### src/rtl/dispatch_nw_pkg.sv
// Shared types and constants for the N-wide dispatch stage.
//   uop_t       : renamed micro-op as delivered by rename
//   OP_IMM, OP, LOAD, STORE : major opcodes the dispatch logic decodes
//   FU_MEM      : FU index of the memory unit (one past the last ALU)
//   is_mem()    : true for opcodes steered to the memory FU
package dispatch_nw_pkg;

  typedef struct packed {
    logic [6:0]  opcode;
    logic [2:0]  func3;
    logic [6:0]  func7;
    logic [5:0]  ps1;
    logic [5:0]  ps2;
    logic [5:0]  pd;
    logic [31:0] imm;
  } uop_t;

  localparam logic [6:0] OP_IMM = 7'b0010011;
  localparam logic [6:0] OP     = 7'b0110011;
  localparam logic [6:0] LOAD   = 7'b0000011;
  localparam logic [6:0] STORE  = 7'b0100011;

  localparam int NUM_ALU_DFLT = 2;
  localparam int FU_MEM       = NUM_ALU_DFLT;

  function automatic logic is_mem(input logic [6:0] opc);
    return (opc == LOAD) || (opc == STORE);
  endfunction

endpackage

### src/rtl/dispatch_nw_pick.sv
// pick_n_free: WIDTH-way lowest-index priority picker over a free bitmap.
//   free_i : 1 = slot free
//   need_i : number of slots requested this cycle
//   idx_o  : idx_o[k] is the k-th lowest-index free slot
//   ok_o   : at least need_i slots are free
module pick_n_free
  import dispatch_nw_pkg::*;
#(
  parameter int WIDTH    = 2,
  parameter int RS_DEPTH = 16,
  parameter int NW       = $clog2(WIDTH) + 1,
  localparam int IW      = $clog2(RS_DEPTH)
) (
  input  logic [RS_DEPTH-1:0]       free_i,
  input  logic [NW-1:0]             need_i,
  output logic [WIDTH-1:0][IW-1:0]  idx_o,
  output logic                      ok_o
);

  always_comb begin
    logic [RS_DEPTH-1:0] avail;
    logic                found;
    logic [IW:0]         cnt;
    avail = free_i;
    cnt   = '0;
    for (int s = 0; s < RS_DEPTH; s++) cnt = cnt + (IW+1)'(free_i[s]);
    for (int k = 0; k < WIDTH; k++) begin
      idx_o[k] = '0;
      found    = 1'b0;
      // Each lane takes the lowest slot not already claimed by a lower lane.
      for (int s = 0; s < RS_DEPTH; s++) begin
        if (!found && avail[s]) begin
          idx_o[k] = IW'(s);
          avail[s] = 1'b0;
          found    = 1'b1;
        end
      end
    end
    ok_o = (cnt >= (IW+1)'(need_i));
  end

endmodule

### src/rtl/dispatch_nw.sv
// dispatch_nw: N-wide dispatch between rename and the RS/ROB.
// Allocates RS and ROB slots, steers uops to FUs, computes source-ready
// flags and owns the RS occupancy bitmap, ROB pointers and PRF scoreboard.
//   clk, rst                  : clock, synchronous active-high reset
//   in_valid/in_lane_v/in_uop : incoming bundle (lanes packed from 0)
//   in_ready                  : whole bundle can be accepted (state only)
//   rs_we/rs_idx/rob_idx/fu_idx/src1_rdy/src2_rdy/out_uop : registered
//                               per-lane dispatch results
//   rs_free_v/rs_free_idx     : RS slots released by issue
//   wb_v/wb_pd                : writeback broadcasts
//   commit_cnt                : ROB entries retired at head
//   flush                     : squash RS and ROB contents
//   rob_head                  : oldest ROB entry
module dispatch_nw
  import dispatch_nw_pkg::*;
#(
  parameter int WIDTH     = 2,
  parameter int RS_DEPTH  = 16,
  parameter int ROB_DEPTH = 16,
  parameter int NUM_PREGS = 64,
  parameter int NUM_ALU   = NUM_ALU_DFLT,
  localparam int RSW  = $clog2(RS_DEPTH),
  localparam int ROBW = $clog2(ROB_DEPTH),
  localparam int NFU  = NUM_ALU + 1,
  localparam int FUW  = $clog2(NUM_ALU + 1),
  localparam int CW   = $clog2(WIDTH) + 1,
  localparam int PW   = $clog2(NUM_PREGS),
  localparam int RRW  = (NUM_ALU > 1) ? $clog2(NUM_ALU) : 1
) (
  input  logic                        clk,
  input  logic                        rst,
  input  logic                        in_valid,
  input  logic [WIDTH-1:0]            in_lane_v,
  input  uop_t [WIDTH-1:0]            in_uop,
  output logic                        in_ready,
  output logic [WIDTH-1:0]            rs_we,
  output logic [WIDTH-1:0][RSW-1:0]   rs_idx,
  output logic [WIDTH-1:0][ROBW-1:0]  rob_idx,
  output logic [WIDTH-1:0][FUW-1:0]   fu_idx,
  output logic [WIDTH-1:0]            src1_rdy,
  output logic [WIDTH-1:0]            src2_rdy,
  output uop_t [WIDTH-1:0]            out_uop,
  input  logic [NFU-1:0]              rs_free_v,
  input  logic [NFU-1:0][RSW-1:0]     rs_free_idx,
  input  logic [NFU-1:0]              wb_v,
  input  logic [NFU-1:0][PW-1:0]      wb_pd,
  input  logic [CW-1:0]               commit_cnt,
  input  logic                        flush,
  output logic [ROBW-1:0]             rob_head
);

  logic [RS_DEPTH-1:0]  rs_busy_q, rs_busy_d;
  logic [ROBW-1:0]      rob_head_q, rob_head_d, rob_tail_q, rob_tail_d;
  logic [ROBW:0]        rob_cnt_q, rob_cnt_d, rob_room;
  logic [NUM_PREGS-1:0] sb_q, sb_d;
  logic [RRW-1:0]       rr_q, rr_d;
  logic [CW-1:0]        n_lanes;
  logic                 pick_ok, accept;

  logic [WIDTH-1:0][RSW-1:0]  pick_idx;
  logic [WIDTH-1:0][ROBW-1:0] rob_idx_d;
  logic [WIDTH-1:0][FUW-1:0]  fu_d;
  logic [WIDTH-1:0]           s1_d, s2_d;

  logic [WIDTH-1:0]           rs_we_q;
  logic [WIDTH-1:0][RSW-1:0]  rs_idx_q;
  logic [WIDTH-1:0][ROBW-1:0] rob_idx_q;
  logic [WIDTH-1:0][FUW-1:0]  fu_idx_q;
  logic [WIDTH-1:0]           src1_q, src2_q;
  uop_t [WIDTH-1:0]           out_uop_q;

  // Scoreboard lookup with same-cycle writeback bypass.
  function automatic logic src_ready(input logic [PW-1:0] p,
                                     input logic [NUM_PREGS-1:0] sb,
                                     input logic [NFU-1:0] wv,
                                     input logic [NFU-1:0][PW-1:0] wp);
    logic r;
    r = sb[p];
    for (int f = 0; f < NFU; f++) if (wv[f] && (wp[f] == p)) r = 1'b1;
    return r;
  endfunction

  always_comb begin
    n_lanes = '0;
    for (int k = 0; k < WIDTH; k++) n_lanes = n_lanes + CW'(in_lane_v[k]);
  end

  pick_n_free #(
    .WIDTH    (WIDTH),
    .RS_DEPTH (RS_DEPTH),
    .NW       (CW)
  ) u_pick (
    .free_i (~rs_busy_q),
    .need_i (n_lanes),
    .idx_o  (pick_idx),
    .ok_o   (pick_ok)
  );

  assign rob_room = (ROBW+1)'(ROB_DEPTH) - rob_cnt_q;
  assign in_ready = !rst && !flush && pick_ok && (rob_room >= (ROBW+1)'(n_lanes));
  assign accept   = in_valid && in_ready;

  // Per-lane steering, ROB slot and source readiness.
  always_comb begin
    uop_t u;
    rr_d = rr_q;
    for (int k = 0; k < WIDTH; k++) begin
      u            = in_uop[k];
      fu_d[k]      = '0;
      s1_d[k]      = 1'b0;
      s2_d[k]      = 1'b0;
      rob_idx_d[k] = rob_tail_q + ROBW'(k);
      if (in_lane_v[k]) begin
        if (is_mem(u.opcode)) begin
          fu_d[k] = FUW'(NUM_ALU);
        end else begin
          fu_d[k] = FUW'(rr_d);
          rr_d    = (rr_d == RRW'(NUM_ALU - 1)) ? '0 : rr_d + RRW'(1);
        end
      end
      if ((u.opcode == OP_IMM) || (u.opcode == OP))
        s1_d[k] = src_ready(u.ps1, sb_q, wb_v, wb_pd);
      if (u.opcode == OP)
        s2_d[k] = src_ready(u.ps2, sb_q, wb_v, wb_pd);
      else if ((u.opcode == OP_IMM) || (u.opcode == LOAD))
        s2_d[k] = 1'b1;
      // An older lane in the same bundle produces this source: not ready yet.
      for (int j = 0; j < k; j++) begin
        if (in_lane_v[j] && (in_uop[j].pd == u.ps1)) s1_d[k] = 1'b0;
        if (in_lane_v[j] && (in_uop[j].pd == u.ps2) && (u.opcode == OP)) s2_d[k] = 1'b0;
      end
    end
  end

  // Next-state for RS bitmap, ROB pointers and scoreboard.
  always_comb begin
    rs_busy_d  = rs_busy_q;
    sb_d       = sb_q;
    rob_tail_d = rob_tail_q;
    rob_head_d = rob_head_q + ROBW'(commit_cnt);
    rob_cnt_d  = rob_cnt_q - (ROBW+1)'(commit_cnt);
    for (int f = 0; f < NFU; f++) begin
      if (rs_free_v[f]) rs_busy_d[rs_free_idx[f]] = 1'b0;
      if (wb_v[f])      sb_d[wb_pd[f]]            = 1'b1;
    end
    if (accept) begin
      // Clear after writeback so a dispatch clear wins on the same pd.
      for (int k = 0; k < WIDTH; k++) begin
        if (in_lane_v[k]) begin
          rs_busy_d[pick_idx[k]] = 1'b1;
          if (in_uop[k].pd != '0) sb_d[in_uop[k].pd] = 1'b0;
        end
      end
      rob_tail_d = rob_tail_q + ROBW'(n_lanes);
      rob_cnt_d  = rob_cnt_d + (ROBW+1)'(n_lanes);
    end
    if (flush) begin
      rs_busy_d  = '0;
      rob_head_d = rob_tail_q;
      rob_cnt_d  = '0;
    end
  end

  // ---- register stage: control state ----
  always_ff @(posedge clk) begin
    if (rst) begin
      rs_busy_q  <= '0;
      rob_head_q <= '0;
      rob_tail_q <= '0;
      rob_cnt_q  <= '0;
      sb_q       <= '1;
      rr_q       <= '0;
      rs_we_q    <= '0;
    end else begin
      rs_busy_q  <= rs_busy_d;
      rob_head_q <= rob_head_d;
      rob_tail_q <= rob_tail_d;
      rob_cnt_q  <= rob_cnt_d;
      sb_q       <= sb_d;
      if (accept) rr_q <= rr_d;
      rs_we_q    <= accept ? in_lane_v : '0;
    end
  end

  // ---- register stage: per-lane dispatch payload ----
  always_ff @(posedge clk) begin
    if (accept) begin
      rs_idx_q  <= pick_idx;
      rob_idx_q <= rob_idx_d;
      fu_idx_q  <= fu_d;
      src1_q    <= s1_d;
      src2_q    <= s2_d;
      out_uop_q <= in_uop;
    end
  end

  assign rs_we    = rs_we_q;
  assign rs_idx   = rs_idx_q;
  assign rob_idx  = rob_idx_q;
  assign fu_idx   = fu_idx_q;
  assign src1_rdy = src1_q;
  assign src2_rdy = src2_q;
  assign out_uop  = out_uop_q;
  assign rob_head = rob_head_q;

  commit_le_count: assert property (@(posedge clk) disable iff (rst)
    ((ROBW+1)'(commit_cnt) <= rob_cnt_q));

endmodule

### config.mk
export PLATFORM = sky130hd
export DESIGN_NAME = dispatch_nw
export DESIGN_NICKNAME = d
export VERILOG_FILES = /design/src/rtl/dispatch_nw_pkg.sv /design/src/rtl/dispatch_nw_pick.sv /design/src/rtl/dispatch_nw.sv
export SDC_FILE = /design/constraint.sdc
export NUM_CORES = 1
export LEC_CHECK = 0
export BUFFER_PORTS_ARGS = -buffer_cell sky130_fd_sc_hd__buf_4
export CORE_ASPECT_RATIO = 0.6
export CORE_UTILIZATION = 28
export DETAILED_ROUTE_END_ITERATION = 8
export GPL_TIMING_DRIVEN = 0
export HOLD_SLACK_MARGIN = 0.05
export PLACE_DENSITY = 0.53
export SKIP_LAST_GASP = 1
export SYNTH_ARGS = -nofsm -noshare
export SYNTH_HDL_FRONTEND = slang
export SYNTH_SLANG_ARGS = --single-unit
### constraint.sdc
create_clock -name clk -period 9.2 [get_ports clk]
set_clock_uncertainty 0.15 [all_clocks]
set_input_delay 0.46 -clock clk [delete_from_list [all_inputs] [get_ports clk]]
set_output_delay 0.46 -clock clk [all_outputs]
set_load 0.005 [all_outputs]
After elaboration in Yosys (flattened, before gate mapping):

Index checks and enable logic that the tools add are counted.

* $add $sub $neg: 24
* order comparisons: 26
* equality and inequality tests: 22
* muxes and demuxes: 144
* bitwise logic cells: 20
* reduce and logical (&&, ||, !) cells: 102

Operators with widths (number)
* 64-bit two-way mux: 9
* 64-bit OR: 3
* 64-bit AND: 2
* 64-bit NOT: 2
* 16-bit two-way mux: 7
* 6-bit == test: 14
* 1-bit two-way mux: 82
* 5-bit by 1-bit adder with 5-bit output: 14
* 4-bit two-way mux: 17
* 16-bit NOT: 4
* 6-bit by 7-bit < comparator with 1-bit output (second input constant): 9
* 1-bit logical AND: 58
* 16-bit AND: 3
* 16-bit OR: 2
* 1-bit logical NOT: 31
* 1-bit demux with 6-bit select: 5
* 6-bit by 1-bit greater-or-equal comparator with 1-bit output (second input constant): 5
* 7-bit by 6-bit == test with 1-bit output (second input constant): 4
* 4-bit by 5-bit < comparator with 1-bit output (second input constant): 5
* 1-bit binary-select mux with 6-bit select: 4
* 3-bit two-way mux: 8
* 1-bit demux with 4-bit select: 5
* 4-bit by 1-bit greater-or-equal comparator with 1-bit output (second input constant): 5
* 7-bit by 2-bit == test with 1-bit output (second input constant): 2
* 15 further kinds: 38

* bits in registers: 254
* input bits: 178
* output and inout port bits: 165
* logic and storage cells: 371

Logic depth before layout (Yosys ltp):

* depth in word-level cells: 57
* depth in mapped cells: 20
* depth with buffers taken out: 20

Hierarchy:

Synthesis repeated with hierarchy kept, for this count alone.

* cell total of the unflattened synthesis: 1516
* area, all modules: 15990.3 µm²

Modules (own cells, without submodules)
* dispatch_nw: times used 1, cells an instance 1354, area each 14756.7 µm², seq. area each 6666.4 µm²
* pick_n_free: times used 1, cells an instance 162, area each 1233.7 µm², seq. area each 0.0 µm²

Least setup slack after synthesis:

Ideal clock, no wire load.

* path kind: register to register
* start point: register rs_busy_q[0]
* end point: register fu_idx_q (netlist bit fu_idx[0]) (enable)
* setup time: 0.450 ns
* arrival time: 6.855 ns
* required time: 8.600 ns
* slack: 1.745 ns
* cell stages (with the launch flop): 18
* path buffers: 2
* period minus slack after synthesis: 7.455 ns
* cells stage by stage: dfxtp_1 inv_1 ha_1 fa_1 fa_1 fa_1 fa_1 inv_1 fa_1 fa_1 inv_1 ha_1 o21ai_0 a311oi_1 nand2_2 inv_2 clkbuf_1 buf_2

* word-level cells in the longest chain between the ends: 20

RTL lines
* start, declared: RTL line dispatch_nw.sv:52 `logic [RS_DEPTH-1:0] rs_busy_q, rs_busy_d;`
* start signal, assigned: RTL line dispatch_nw.sv:175 `rs_busy_q <= rs_busy_d;`
* 16-bit NOT: RTL line dispatch_nw.sv:93 `.free_i (~rs_busy_q),`
* 1-bit by 1-bit adder with 2-bit output: RTL line dispatch_nw_pick.sv:26 `for (int s = 0; s < RS_DEPTH; s++) cnt = cnt + (IW+1)'(free_i[s]);`
* 5-bit by 1-bit adder with 5-bit output (14 in a row): RTL line dispatch_nw_pick.sv:26
* 5-bit by 2-bit greater-or-equal comparator with 1-bit output: RTL line dispatch_nw_pick.sv:39 `ok_o = (cnt >= (IW+1)'(need_i));`
* 1-bit logical AND (2 in a row): RTL line dispatch_nw.sv:100 `assign in_ready = !rst && !flush && pick_ok && (rob_room >= (ROBW+1)'(n_lanes));`
* via in_ready: RTL line dispatch_nw.sv:35 `output logic in_ready,`
* 1-bit logical AND: RTL line dispatch_nw.sv:101 `assign accept = in_valid && in_ready;`
* via accept: RTL line dispatch_nw.sv:58 `logic pick_ok, accept;`
* end signal, assigned: RTL line dispatch_nw.sv:190 `fu_idx_q <= fu_d;`
* end, declared: RTL line dispatch_nw.sv:68 `logic [WIDTH-1:0][FUW-1:0] fu_idx_q;`

The timed path passes the listed nets, and every way through them passes these cells.
A chain may end at the register's enable or synchronous reset.

Final worst setup path:

* start point: register rs_busy_q[0]
* end point: register out_uop_q (netlist bit out_uop[96]) (enable)

* word-level cells in the longest chain between the ends: 20

RTL lines
* 16-bit NOT: RTL line dispatch_nw.sv:93
* 1-bit by 1-bit adder with 2-bit output: RTL line dispatch_nw_pick.sv:26
* 5-bit by 1-bit adder with 5-bit output (14 in a row): RTL line dispatch_nw_pick.sv:26
* 5-bit by 2-bit greater-or-equal comparator with 1-bit output: RTL line dispatch_nw_pick.sv:39
* 1-bit logical AND (2 in a row): RTL line dispatch_nw.sv:100
* 1-bit logical AND: RTL line dispatch_nw.sv:101
* via accept: RTL line dispatch_nw.sv:58
* end signal, assigned: RTL line dispatch_nw.sv:193 `out_uop_q <= in_uop;`
* end, declared: RTL line dispatch_nw.sv:70 `uop_t [WIDTH-1:0] out_uop_q;`

The timed path passes the listed nets, and every way through them passes these cells.

==> results_dict.tcl <==
set metrics [dict create \
    ir_drop_uv 131.8 \
    drt_iter0_drc 1964 \
    fin_setup_tns_ps 0 \
    port_buffers 329 \
    cellPowerDensity_nw_per_um2 140.1 \
    fin_area_um2 21040 \
    cp_data_required_time_ps 9270 \
    slew-limit-headroom 0.1921 \
    dpl_cell_area_um2 18680 \
    setup_viol 0 \
    synth_edf_count 158 \
    num_vias 14940 \
    die_x_um 303.7 \
    grt_start_max_net_pins 106 \
    period_share 0.8368 \
    drive_gt1_frac 0.2789 \
    outcome "finished, final reports clean" \
    place.gp.congestion 1.047 \
    dieArea_um2 55600 \
    synthFlopType "edfxtp_1" \
    yosysWarnings 0 \
    synthArstFlopShare 0 \
    slew_violations 0 \
    instances_no_fill 2620 \
    crit_fanout 105 \
    synth.area.top_cells "edfxtp_1, dfxtp_1, mux4_2, o22ai_1, nor4_1" \
    ys_ff_latch 254 \
    cts.sinks 254 \
    critPathKind "register to register" \
    antenna_found_initial 2 \
    tightestPinTransition_ps 1212 \
    multi_input_area_um2 7928 \
    fmax_ghz 0.1299 \
    combPwrFrac 0.148 \
    numCtsBuffers 30 \
    drtPass1Iterations 6 \
    die_h_um 183.0 \
    root_buffer "clkbuf_16" \
    final_nets 2107 \
    viasPerCell 5.701 \
    p_clk_frac 0.427 \
    pin_count 343 \
    fin_ws_ps 1501 \
    routed_wl_um 65950 \
    swShare 0.2707 \
    cts_max_level 1 \
    dp_hpwl_um 50190 \
    intPower_uw 2149 \
    seq_area_um2 6666 \
    power_leakage_uw 0.007336 \
    fin_crit_ps 7699 \
    clkSlewWorstSetupHoldPaths_ps 60 \
    post-route-drc-count 0 \
    worst-endpoint-arrival_ps 7770 \
    core_area_um2 53270 \
    grt-ovfl-total 0 \
    hp-class "primary input to register" \
    hold_viol_final 0 \
    track_usage 0.2284 \
    yosys.area.top_type "edfxtp_1" \
    dp.cells 2428 \
    p_seq_frac 0.425 \
    synth_top_cell_area_share 0.3102 \
    avgSynthCellArea_um2 10.96 \
    insertion_delay_ps 610 \
    synth_cells 1395 \
    netlist_area_um2 15300 \
    post-place-ws_ps 1434 \
    crit_path_end_kind "register" \
    drv_cap 0 \
    ant_nets 0 \
    r2r_setup_slack_ps 1500 \
    syn-num-nets 1611 \
    num_rows 65 \
    clockBufferDepth 3 \
    seq_area_frac_synth 0.4358 \
    fin_total_pwr_uw 2947 \
    grt_pass1_vias 14380 \
    grt_pass1_wl_um 94520 \
    switching_power_uw 797.8 \
    area_growth_pct 37.55 \
    start_util 0.2871 \
    wl_per_cell_um 25.17 \
    cp-start-kind "register" \
    num-fill-cells 5118 \
    synth.distinct_cells 92 \
    cts_tree "yes" \
    rsz0062_at_grt "no" \
]
[cell usage after synthesis, drive strengths merged (42+ instances only)]
master,n
nand2,62
dfxtp,96
xnor2,53
inv,52
edfxtp,158
nor4,84
buf,42
nor2,120
mux4,84
clkbuf,62
o22ai,132
xor2,49
a21oi,79
[area by class of cell]
class,instances,share of cell area
diodes,2,0.0002379
plain buffers,104,0.02456
repair buffers,464,0.1824
well taps,703,0.04181
multi-input cells,985,0.3768
clock inverters,23,0.01183
inverters,52,0.009277
clock buffers,33,0.03622
flip-flops and latches,254,0.3168
[routing by layer]
| layer | up-vias | track usage | part of all wire |
|---|---|---|---|
| met1 | 7375 | 0.3326 | 0.44 |
| li1 | 6442 | - | - |
| met5 | - | 0.01034 | 0.0012 |
| met4 | 2 | 0.04812 | 0.021 |
| met3 | 118 | 0.1002 | 0.14 |
| met2 | 999 | 0.3044 | 0.39 |
[critical path: stages, from the launching register on]
cell,delay (ps)
dfxtp_1,490
inv_1,110
ha_1,310
fa_1,460
fa_1,550
fa_1,440
fa_1,500
inv_1,50
fa_1,410
fa_1,520
inv_1,50
ha_1,260
o21ai_0,70
a311oi_1,460
nand2_2,310
inv_2,200
clkbuf_1,810
buf_8,540
buf_16,410
[registers in the layout, summed over array words and instances, names as in the netlist]
name,count
fu_idx,4
out_uop,134
rob_cnt_q,5
rob_head,4
rob_idx,8
rob_tail_q,4
rr_q,1
rs_busy_q,16
rs_idx,8
rs_we,2
sb_q,64
src1_rdy,2
src2_rdy,2
[kinds of logic after synthesis]
logic type      share of synthesized area
compound gates                     0.1310
mux                                0.1264
fa+ha+maj                         0.04131
simple gates                       0.1611
buf+inv                           0.04589
xor+xnor                          0.05841
flops                              0.4358
[cells in the final DEF (no fill, tap or decap), types with 5 or more instances in the layout]
| cell type | count |
|---|---|
| nor2_1 | 120 |
| dfxtp_1 | 96 |
| and3_1 | 8 |
| buf_4 | 331 |
| a211oi_1 | 5 |
| xnor2_1 | 53 |
| fa_1 | 15 |
| inv_1 | 51 |
| or3b_2 | 11 |
| nand4_1 | 30 |
| ha_1 | 23 |
| buf_1 | 18 |
| buf_6 | 8 |
| buf_2 | 13 |
| xor2_1 | 49 |
| a31oi_1 | 5 |
| nor3_1 | 18 |
| o221ai_1 | 9 |
| nand3b_1 | 15 |
| nor4_1 | 83 |
| edfxtp_1 | 158 |
| nand2_1 | 59 |
| nand2b_1 | 10 |
| clkbuf_1 | 61 |
| a21oi_1 | 78 |
| mux4_2 | 84 |
| o22ai_1 | 131 |
| nand3_1 | 39 |
| dlygate4sd3_1 | 134 |
| a221o_1 | 5 |
| clkbuf_16 | 30 |
| o21ai_0 | 15 |
| nor2b_1 | 22 |
| a22oi_1 | 7 |
| clkinv_1 | 6 |
[repair_timing]
item,4_1_cts,5_1_grt
gates resized for setup,0,0
hold buffers,134,0
hold endpoints to repair,137,0
endpoints found under the setup margin,0,0
setup buffers,0,0
[per-stage QoR]
| step | util | hold slack [ps] |
|---|---|---|
| final | 0.3950 | 102.9 |
| after global routing | 0.3949 | 133.3 |
| after CTS | 0.3949 | 77.24 |
| after detailed placement | 0.3507 | 369.5 |
| after global placement | 0.3500 | 357.3 |
| after floorplan | - | 320.3 |
[final timing paths]
check / to / start / depth (start not counted)
hold reg to reg: sb_q[0] / sb_q[0] / 1
setup / recovery: out_uop[96] / rs_busy_q[0] / 18
setup reg to reg: out_uop[96] / rs_busy_q[0] / 18
hold / removal: rob_head[0] / commit_cnt[0] / 4
[power groups by stage]
| stage | logic (uW) | registers, uW | clock network (uW) |
|---|---|---|---|
| floorplan | 188 | 1280 | 0 |
| global placement | 369 | 1280 | 0 |
| detailed placement | 377 | 1280 | 0 |
| CTS | 426 | 1250 | 1290 |
| global route | 462 | 1250 | 1340 |
| finish | 435 | 1250 | 1260 |
Power figures use the tool's default switching activity.
